File: src/rtl/cfg_scheduler_pkg.sv
`default_nettype none
// ============================================================================
// Module      : cfg_scheduler_pkg
// Description : Shared types, default constants and width helper for the
//               interrupter config-bus scheduler.
// Revision    : 1.0 - initial release
// ============================================================================
package cfg_scheduler_pkg;

  // Scheduler top-level states
  typedef enum logic [1:0] {
    IDLE      = 2'd0,
    HOST_WAIT = 2'd1,
    LOCK      = 2'd2
  } state_t;

  // Default parameter values
  localparam int C_DEF_PAR_MAX_VAL   = 255;
  localparam int C_DEF_ADDR_MAX      = 4;
  localparam int C_DEF_ADDR_PW       = 2;
  localparam int C_DEF_RAMP_DIV      = 1000;
  localparam int C_DEF_RAMP_STEP     = 1;
  localparam int C_DEF_FAULT_CNT_MAX = 7;

  // Bits needed to hold values 0..max_val (at least one bit)
  function automatic int cfg_width(input int max_val);
    return (max_val < 1) ? 1 : $clog2(max_val + 1);
  endfunction

endpackage
`default_nettype wire

File: src/rtl/cfg_scheduler_tick_gen.sv
`default_nettype none
// ============================================================================
// Module      : cfg_scheduler_tick_gen
// Description : Free-running clock divider; tick is high for one cycle out of
//               every DIV cycles (DIV >= 2).
// Revision    : 1.0 - initial release
// ============================================================================
module cfg_scheduler_tick_gen #(
  parameter int DIV = 1000
) (
  input  logic clk,
  input  logic rst,
  output logic tick
);

  localparam int            CW     = $clog2(DIV);
  localparam logic [CW-1:0] C_LAST = CW'(DIV - 1);
  localparam logic [CW-1:0] C_ONE  = CW'(1);

  logic [CW-1:0] r_cnt;

  // Count 0..DIV-1 and wrap
  always_ff @(posedge clk or posedge rst) begin
    if (rst) r_cnt <= '0;
    else     r_cnt <= (r_cnt == C_LAST) ? '0 : r_cnt + C_ONE;
  end

  assign tick = (r_cnt == C_LAST);

endmodule
`default_nettype wire

File: src/rtl/cfg_scheduler.sv
`default_nettype none
// ============================================================================
// Module      : cfg_scheduler
// Description : Sole master of the interrupter config bus. Arbitrates fault
//               kill writes, host command writes and a soft-start ramp of the
//               pulse-width register (priority kill > host > ramp).
//               Optional macro CFG_FAULT_DECAY_EN: fault count decays by one
//               every 256 ramp ticks while nonzero and not locked.
// Revision    : 1.0 - initial release
// ============================================================================
module cfg_scheduler
  import cfg_scheduler_pkg::*;
#(
  parameter int PAR_MAX_VAL   = C_DEF_PAR_MAX_VAL,
  parameter int ADDR_MAX      = C_DEF_ADDR_MAX,
  parameter int ADDR_PW       = C_DEF_ADDR_PW,
  parameter int RAMP_DIV      = C_DEF_RAMP_DIV,
  parameter int RAMP_STEP     = C_DEF_RAMP_STEP,
  parameter int FAULT_CNT_MAX = C_DEF_FAULT_CNT_MAX,
  localparam int DW = cfg_width(PAR_MAX_VAL),
  localparam int AW = cfg_width(ADDR_MAX)
) (
  input  logic          clk,
  input  logic          rst,
  input  logic [DW-1:0] host_data,
  input  logic [AW-1:0] host_addr,
  input  logic          host_req,
  output logic          host_ack,
  input  logic          fault,
  output logic [DW-1:0] bus_data,
  output logic [AW-1:0] bus_addr,
  output logic          bus_en,
  output logic [DW-1:0] pw_cur,
  output logic          locked
);

  localparam int            FW         = cfg_width(FAULT_CNT_MAX);
  localparam logic [AW-1:0] C_ADDR_PW  = AW'(ADDR_PW);
  localparam logic [FW-1:0] C_FCNT_MAX = FW'(FAULT_CNT_MAX);
  localparam logic [FW-1:0] C_FCNT_ONE = FW'(1);
  localparam logic [DW:0]   C_STEP     = (DW + 1)'(RAMP_STEP);

  state_t        r_state;
  logic [DW-1:0] r_pw_target;
  logic [FW-1:0] r_fault_cnt;
  logic          r_ramp_pend;

  logic          w_tick;
  logic          w_host_pw;
  logic [FW-1:0] w_cnt_inc;
  logic [DW:0]   w_step_sum;
  logic [DW-1:0] w_step_val;

`ifdef CFG_FAULT_DECAY_EN
  logic [7:0]    r_decay_cnt;
`endif

  cfg_scheduler_tick_gen #(
    .DIV (RAMP_DIV)
  ) u_tick (
    .clk  (clk),
    .rst  (rst),
    .tick (w_tick)
  );

  assign w_host_pw  = (host_addr == C_ADDR_PW);
  assign w_cnt_inc  = (r_fault_cnt == C_FCNT_MAX) ? r_fault_cnt : r_fault_cnt + C_FCNT_ONE;
  // One bit wider so a step near PAR_MAX_VAL cannot wrap before the clamp
  assign w_step_sum = {1'b0, pw_cur} + C_STEP;
  assign w_step_val = (w_step_sum > {1'b0, r_pw_target}) ? r_pw_target : w_step_sum[DW-1:0];

  // Arbitration FSM: kill > host > ramp, at most one bus write per cycle
  always_ff @(posedge clk or posedge rst) begin
    if (rst) begin
      r_state     <= IDLE;
      r_pw_target <= '0;
      r_fault_cnt <= '0;
      r_ramp_pend <= 1'b0;
      host_ack    <= 1'b0;
      bus_en      <= 1'b0;
      bus_data    <= '0;
      bus_addr    <= '0;
      pw_cur      <= '0;
      locked      <= 1'b0;
`ifdef CFG_FAULT_DECAY_EN
      r_decay_cnt <= '0;
`endif
    end else begin
      host_ack <= 1'b0;
      bus_en   <= 1'b0;

`ifdef CFG_FAULT_DECAY_EN
      // Later assignments (fault, lock clear) override this decrement
      if (w_tick) begin
        r_decay_cnt <= r_decay_cnt + 8'd1;
        if (r_decay_cnt == 8'hFF && r_fault_cnt != '0 && !locked)
          r_fault_cnt <= r_fault_cnt - C_FCNT_ONE;
      end
`endif

      if (fault) begin
        bus_en      <= 1'b1;
        bus_addr    <= C_ADDR_PW;
        bus_data    <= '0;
        pw_cur      <= '0;
        r_fault_cnt <= w_cnt_inc;
        r_ramp_pend <= 1'b0;
        if (w_cnt_inc == C_FCNT_MAX) begin
          locked <= 1'b1;
          // An open handshake finishes first and then lands in LOCK
          if (r_state != HOST_WAIT) r_state <= LOCK;
        end
      end else begin
        case (r_state)
          IDLE, LOCK: begin
            if (host_req) begin
              host_ack <= 1'b1;
              r_state  <= HOST_WAIT;
              if (!w_host_pw) begin
                bus_en   <= 1'b1;
                bus_addr <= host_addr;
                bus_data <= host_data;
              end else if (!locked) begin
                r_pw_target <= host_data;
              end else if (host_data == '0) begin
                locked      <= 1'b0;
                r_fault_cnt <= '0;
                r_pw_target <= '0;
              end
            end else if (r_state == IDLE) begin
              if (r_pw_target < pw_cur) begin
                // Decreases take effect at once, no ramp
                bus_en      <= 1'b1;
                bus_addr    <= C_ADDR_PW;
                bus_data    <= r_pw_target;
                pw_cur      <= r_pw_target;
                r_ramp_pend <= 1'b0;
              end else if (r_ramp_pend) begin
                r_ramp_pend <= 1'b0;
                if (pw_cur < r_pw_target) begin
                  bus_en   <= 1'b1;
                  bus_addr <= C_ADDR_PW;
                  bus_data <= w_step_val;
                  pw_cur   <= w_step_val;
                end
              end
            end
          end
          HOST_WAIT: begin
            if (!host_req) r_state <= locked ? LOCK : IDLE;
          end
          default: r_state <= IDLE;
        endcase
      end

      // A tick arms the next step; placed last so it is not lost to a service
      if (w_tick && !fault && !locked && pw_cur < r_pw_target)
        r_ramp_pend <= 1'b1;
    end
  end

endmodule
`default_nettype wire

File: config.mk
export PLATFORM = sky130hd
export DESIGN_NAME = cfg_scheduler
export DESIGN_NICKNAME = d
export VERILOG_FILES = /design/src/rtl/cfg_scheduler_pkg.sv /design/src/rtl/cfg_scheduler_tick_gen.sv /design/src/rtl/cfg_scheduler.sv
export SDC_FILE = /design/constraint.sdc
export NUM_CORES = 1
export LEC_CHECK = 0
export CORE_MARGIN = 1
export CORE_UTILIZATION = 30
export CTS_CLUSTER_SIZE = 12
export DETAILED_ROUTE_END_ITERATION = 12
export GPL_TIMING_DRIVEN = 0
export PLACE_DENSITY_LB_ADDON = 0.2
export SLEW_MARGIN = 20
export SYNTH_ARGS = -nofsm -noshare
export SYNTH_HDL_FRONTEND = slang
export SYNTH_SLANG_ARGS = --single-unit
File: constraint.sdc
create_clock -name clk -period 4.9 [get_ports clk]
set_input_delay 0.735 -clock clk [delete_from_list [all_inputs] [get_ports clk]]
set_output_delay 0.735 -clock clk [all_outputs]
set_load 0.01 [all_outputs]
==> results.sh <==
export IMPL_status="complete, no violations"
export IMPL_slew_headroom_pct=53.8
export IMPL_holdBufCountCts=0
export IMPL_switching_share_pct=28.6
export IMPL_rr_worst_depth=12
export IMPL_fmax_mhz=335
export IMPL_syn_avg_cell_area_um2=9.75
export IMPL_cts_root_buf="clkbuf_8"
export IMPL_drive_gt1_share_pct=6.44
export IMPL_async_reset_ff_share_pct=100
export IMPL_max_stage_delay_ns=0.48
export IMPL_cp_arrival_ns=3.17
export IMPL_irDropWorstVdd_v=0.000115
export IMPL_synthXorXnorAreaFrac_pct=4.48
export IMPL_hp_class="register to register"
export IMPL_cts_htree_levels=2
export IMPL_ys_ff_latch=46
export IMPL_power_share_clock_pct=32.5
export IMPL_hold_viol_final=0
export IMPL_dp_slack_ns=1.87
export IMPL_ys_types=47
export IMPL_antenna_found_initial=0
export IMPL_cts_sinks=46
export IMPL_postCtsResizedCells=0
export IMPL_met3_length_um=273
export IMPL_critPathCapture="bus_data[4]"
export IMPL_final_nets=359
export IMPL_skew_ns=0.0102
export IMPL_synth_compound_area_share_pct=15.9
export IMPL_initial_utilization_pct=31.3
export IMPL_power_frac_seq_pct=48.5
export IMPL_synth_seq_area_share_pct=42.0
export IMPL_power_frac_comb_pct=19.0
export IMPL_ys_flop_type="dfrtp_1"
export IMPL_r2r_slack_ns=1.91
export IMPL_path_class="register to register"
export IMPL_internal_power_mw=0.642
export IMPL_grt_overflow=0
export IMPL_vias_per_cell=5.11
export IMPL_pwr_density_cell_mw_per_mm2=267
export IMPL_grt_pass1_vias=2313
export IMPL_cts_tree="built"
export IMPL_p_sw_mw=0.257
export IMPL_worstSkewPairLatency_ns=0.31
export IMPL_synth_edf_count=0
export IMPL_regToRegStartpoint="pw_cur[0]"
export IMPL_slew_viol_final=0
export IMPL_syn_inst=281
export IMPL_rsz0062_at_grt="false"
export IMPL_cts_buffer_depth=2
export IMPL_drv_cap=0
export IMPL_num_io_pins=37
export IMPL_wl_per_cell_um=15.7
export IMPL_die_x_um=97.6
export IMPL_antenna_left=0
export IMPL_synth_top_area_share_pct=42.0
export IMPL_path_delay_family="adder cells"
export IMPL_synth_adder_area_share_pct=8.68
export IMPL_nFillCells=885
export IMPL_yosys_area_share_simple_pct=19.2
export IMPL_gp_routability_congestion=0.840
export IMPL_finalWorstSetupSlack_ns=1.91
export IMPL_synth_cell_area_mm2=0.00274
export IMPL_wl_um=6830
export IMPL_synth_largest_area_cell="dfrtp_1"
export IMPL_gr_usage_all_layers_pct=15.4
export IMPL_path_cells="ha_1 > nand3_1 > xnor2_1 > ha_1 > nand4_1 > o221a_2 > o21ai_0 > o31ai_1 > nand3_1 > buf_6 > mux2i_1 > o211ai_1"
export IMPL_drtPass1Iterations=4
export IMPL_setup_tns_ns=0
export IMPL_core_area_mm2=0.00876
export IMPL_min_period_over_period_pct=60.9
export IMPL_syn_to_final_growth_pct=23.2
export IMPL_cp_max_fo=10
export IMPL_grt_max_degree=30
export IMPL_yosysWarnings=0
export IMPL_leakage_nw=1.50
export IMPL_grt_first_pass_wirelength_um=11600
export IMPL_top_layer="met4"
export IMPL_dp_hpwl_um=5200
export IMPL_clk_pin_slew_ns=0.10
export IMPL_timing_hold_ws_ns=0.496
export IMPL_port_buffers=36
export IMPL_cp_depth=12
export IMPL_syn_nets=315
export IMPL_place_area_mm2=0.00326
export IMPL_fin_crit_ns=2.99
export IMPL_met1Wirelength_um=3380
export IMPL_tightestPinTransition_ns=0.693
export IMPL_vias=2217
export IMPL_first_iter_violations=104
export IMPL_dr_wl_met2_um=3110
export IMPL_end_kind="register"
export IMPL_finalSetupViolations=0
export IMPL_num_rows=34
export IMPL_synth_area_leaders="dfrtp_1 42%, ha_1 8.7%, mux2i_1 5.5%"
export IMPL_required_ns=5.08
export IMPL_synth_mux_area_fraction_pct=5.48
export IMPL_die_h_um=97.6
export IMPL_synth_top_family_by_area="simple AND/OR/NAND/NOR gates"
export IMPL_holdCritStartpoint="u_tick.r_cnt[0]"
export IMPL_worst_path_buf_inv=1
export IMPL_netlist_top_cells_count="46 x dfrtp_1, 25 x nand2_1, 21 x nand3_1"
export IMPL_r2r_end="bus_data[4]"
export IMPL_critPathSlowestCell="dfrtp_1"
export IMPL_die_area_mm2=0.00952
export IMPL_postLayoutCellArea_mm2=0.00337
export IMPL_post_cts_buffers=0
export IMPL_diodes=0
export IMPL_cp_start_kind="register"
export IMPL_crit_start="pw_cur[0]"
export IMPL_drc_errors=0
export IMPL_cts_buffers=5
export IMPL_whs_path_depth=1
export IMPL_yosysMostFrequentCell="dfrtp_1"
==> metal layers <==
| metal | vias to the layer above | GRT usage [%] |
|---|---|---|
| li1 | 1101 | - |
| met2 | 45 | 24.4 |
| met5 | - | 0 |
| met4 | 0 | 4.30 |
| met1 | 1062 | 21.2 |
| met3 | 9 | 3.31 |
==> through the flow <==
| step | util (%) | power (mW) | std cells |
|---|---|---|---|
| floorplan | - | 0.542 | 281 |
| global placement | 36.9 | 0.607 | 425 |
| detailed placement | 37.2 | 0.614 | 426 |
| CTS | 38.5 | 0.910 | 434 |
| global route | 38.5 | 0.946 | 434 |
| finish | 38.5 | 0.900 | 434 |
==> kinds of logic (layout without fill, tap and decap cells) <==
kind of cell | Yosys count | after routing
AOI/OAI and AO/OA | 61 | 61
xor gates and xnor gates | 14 | 14
adders and majority gates | 19 | 19
buffers and inverters | 25 | 70
DFF | 46 | 46
muxes | 15 | 15
and+or+nand+nor | 101 | 101
==> flip-flops by register name, summed over array words and instances (netlist names) <==
signal        cells
bus_data          8
bus_en            1
r_fault_cnt       3
r_ramp_pend       1
r_state           2
pw_cur            8
locked            1
bus_addr          3
r_pw_target       8
u_tick.r_cnt     10
host_ack          1
==> cell type report <==
cell class                 instances  area, um2  area share, %
buffer                             9       56.3           1.67
clock buffer                       5       68.8           2.04
clock inverter                     3       43.8           1.30
inverter                          16       60.1           1.78
multi-input combinational        210       1470           43.6
sequential                        46       1150           34.1
tap                              108        135           4.00
timing repair buffer              37        388           11.5
==> worst min path at each step <==
| stage | to | slack, ns |
|---|---|---|
| 3_5_place_dp | u_tick.r_cnt[0] | 0.48 |
| 6_report | u_tick.r_cnt[0] | 0.50 |
| 2_1_floorplan | u_tick.r_cnt[0] | 0.45 |
| 4_1_cts | u_tick.r_cnt[0] | 0.49 |
| 3_3_place_gp | u_tick.r_cnt[0] | 0.47 |
| 5_1_grt | u_tick.r_cnt[0] | 0.53 |
==> worst register-to-register path: stages (launching register included) <==
cell      delay [ns]
dfrtp_1         0.48
ha_1            0.32
nand3_1         0.13
xnor2_1         0.17
ha_1            0.32
nand4_1         0.11
o221a_2         0.26
o21ai_0         0.15
o31ai_1         0.10
nand3_1         0.15
buf_6           0.20
mux2i_1         0.35
o211ai_1        0.12
==> power groups by stage <==
stage               logic [mW]  clock network (mW)  registers [mW]
finish                   0.171               0.292           0.436
global route             0.190               0.316           0.440
CTS                      0.173               0.301           0.435
detailed placement       0.171                   0           0.443
global placement         0.166                   0           0.441
floorplan               0.0992                   0           0.443
==> cells in the final DEF, fill, tap and decap left out, types with 3 or more instances in the layout <==
master and instances:
a21oi_1 10, xor2_1 8, buf_6 3, dfrtp_1 46, xnor2_1 6, o211ai_1 8
nand3_1 21, nor2b_1 5, clkbuf_1 5, inv_1 15, o2bb2ai_1 6, nor2_1 17
and2_1 4, mux2i_1 15, ha_1 19, nand2b_1 5, nand4_1 4, clkbuf_8 5
and3_1 6, nand2_1 25, o21ai_0 17, clkdlybuf4s50_1 36
(Power assumes the default switching activity.)
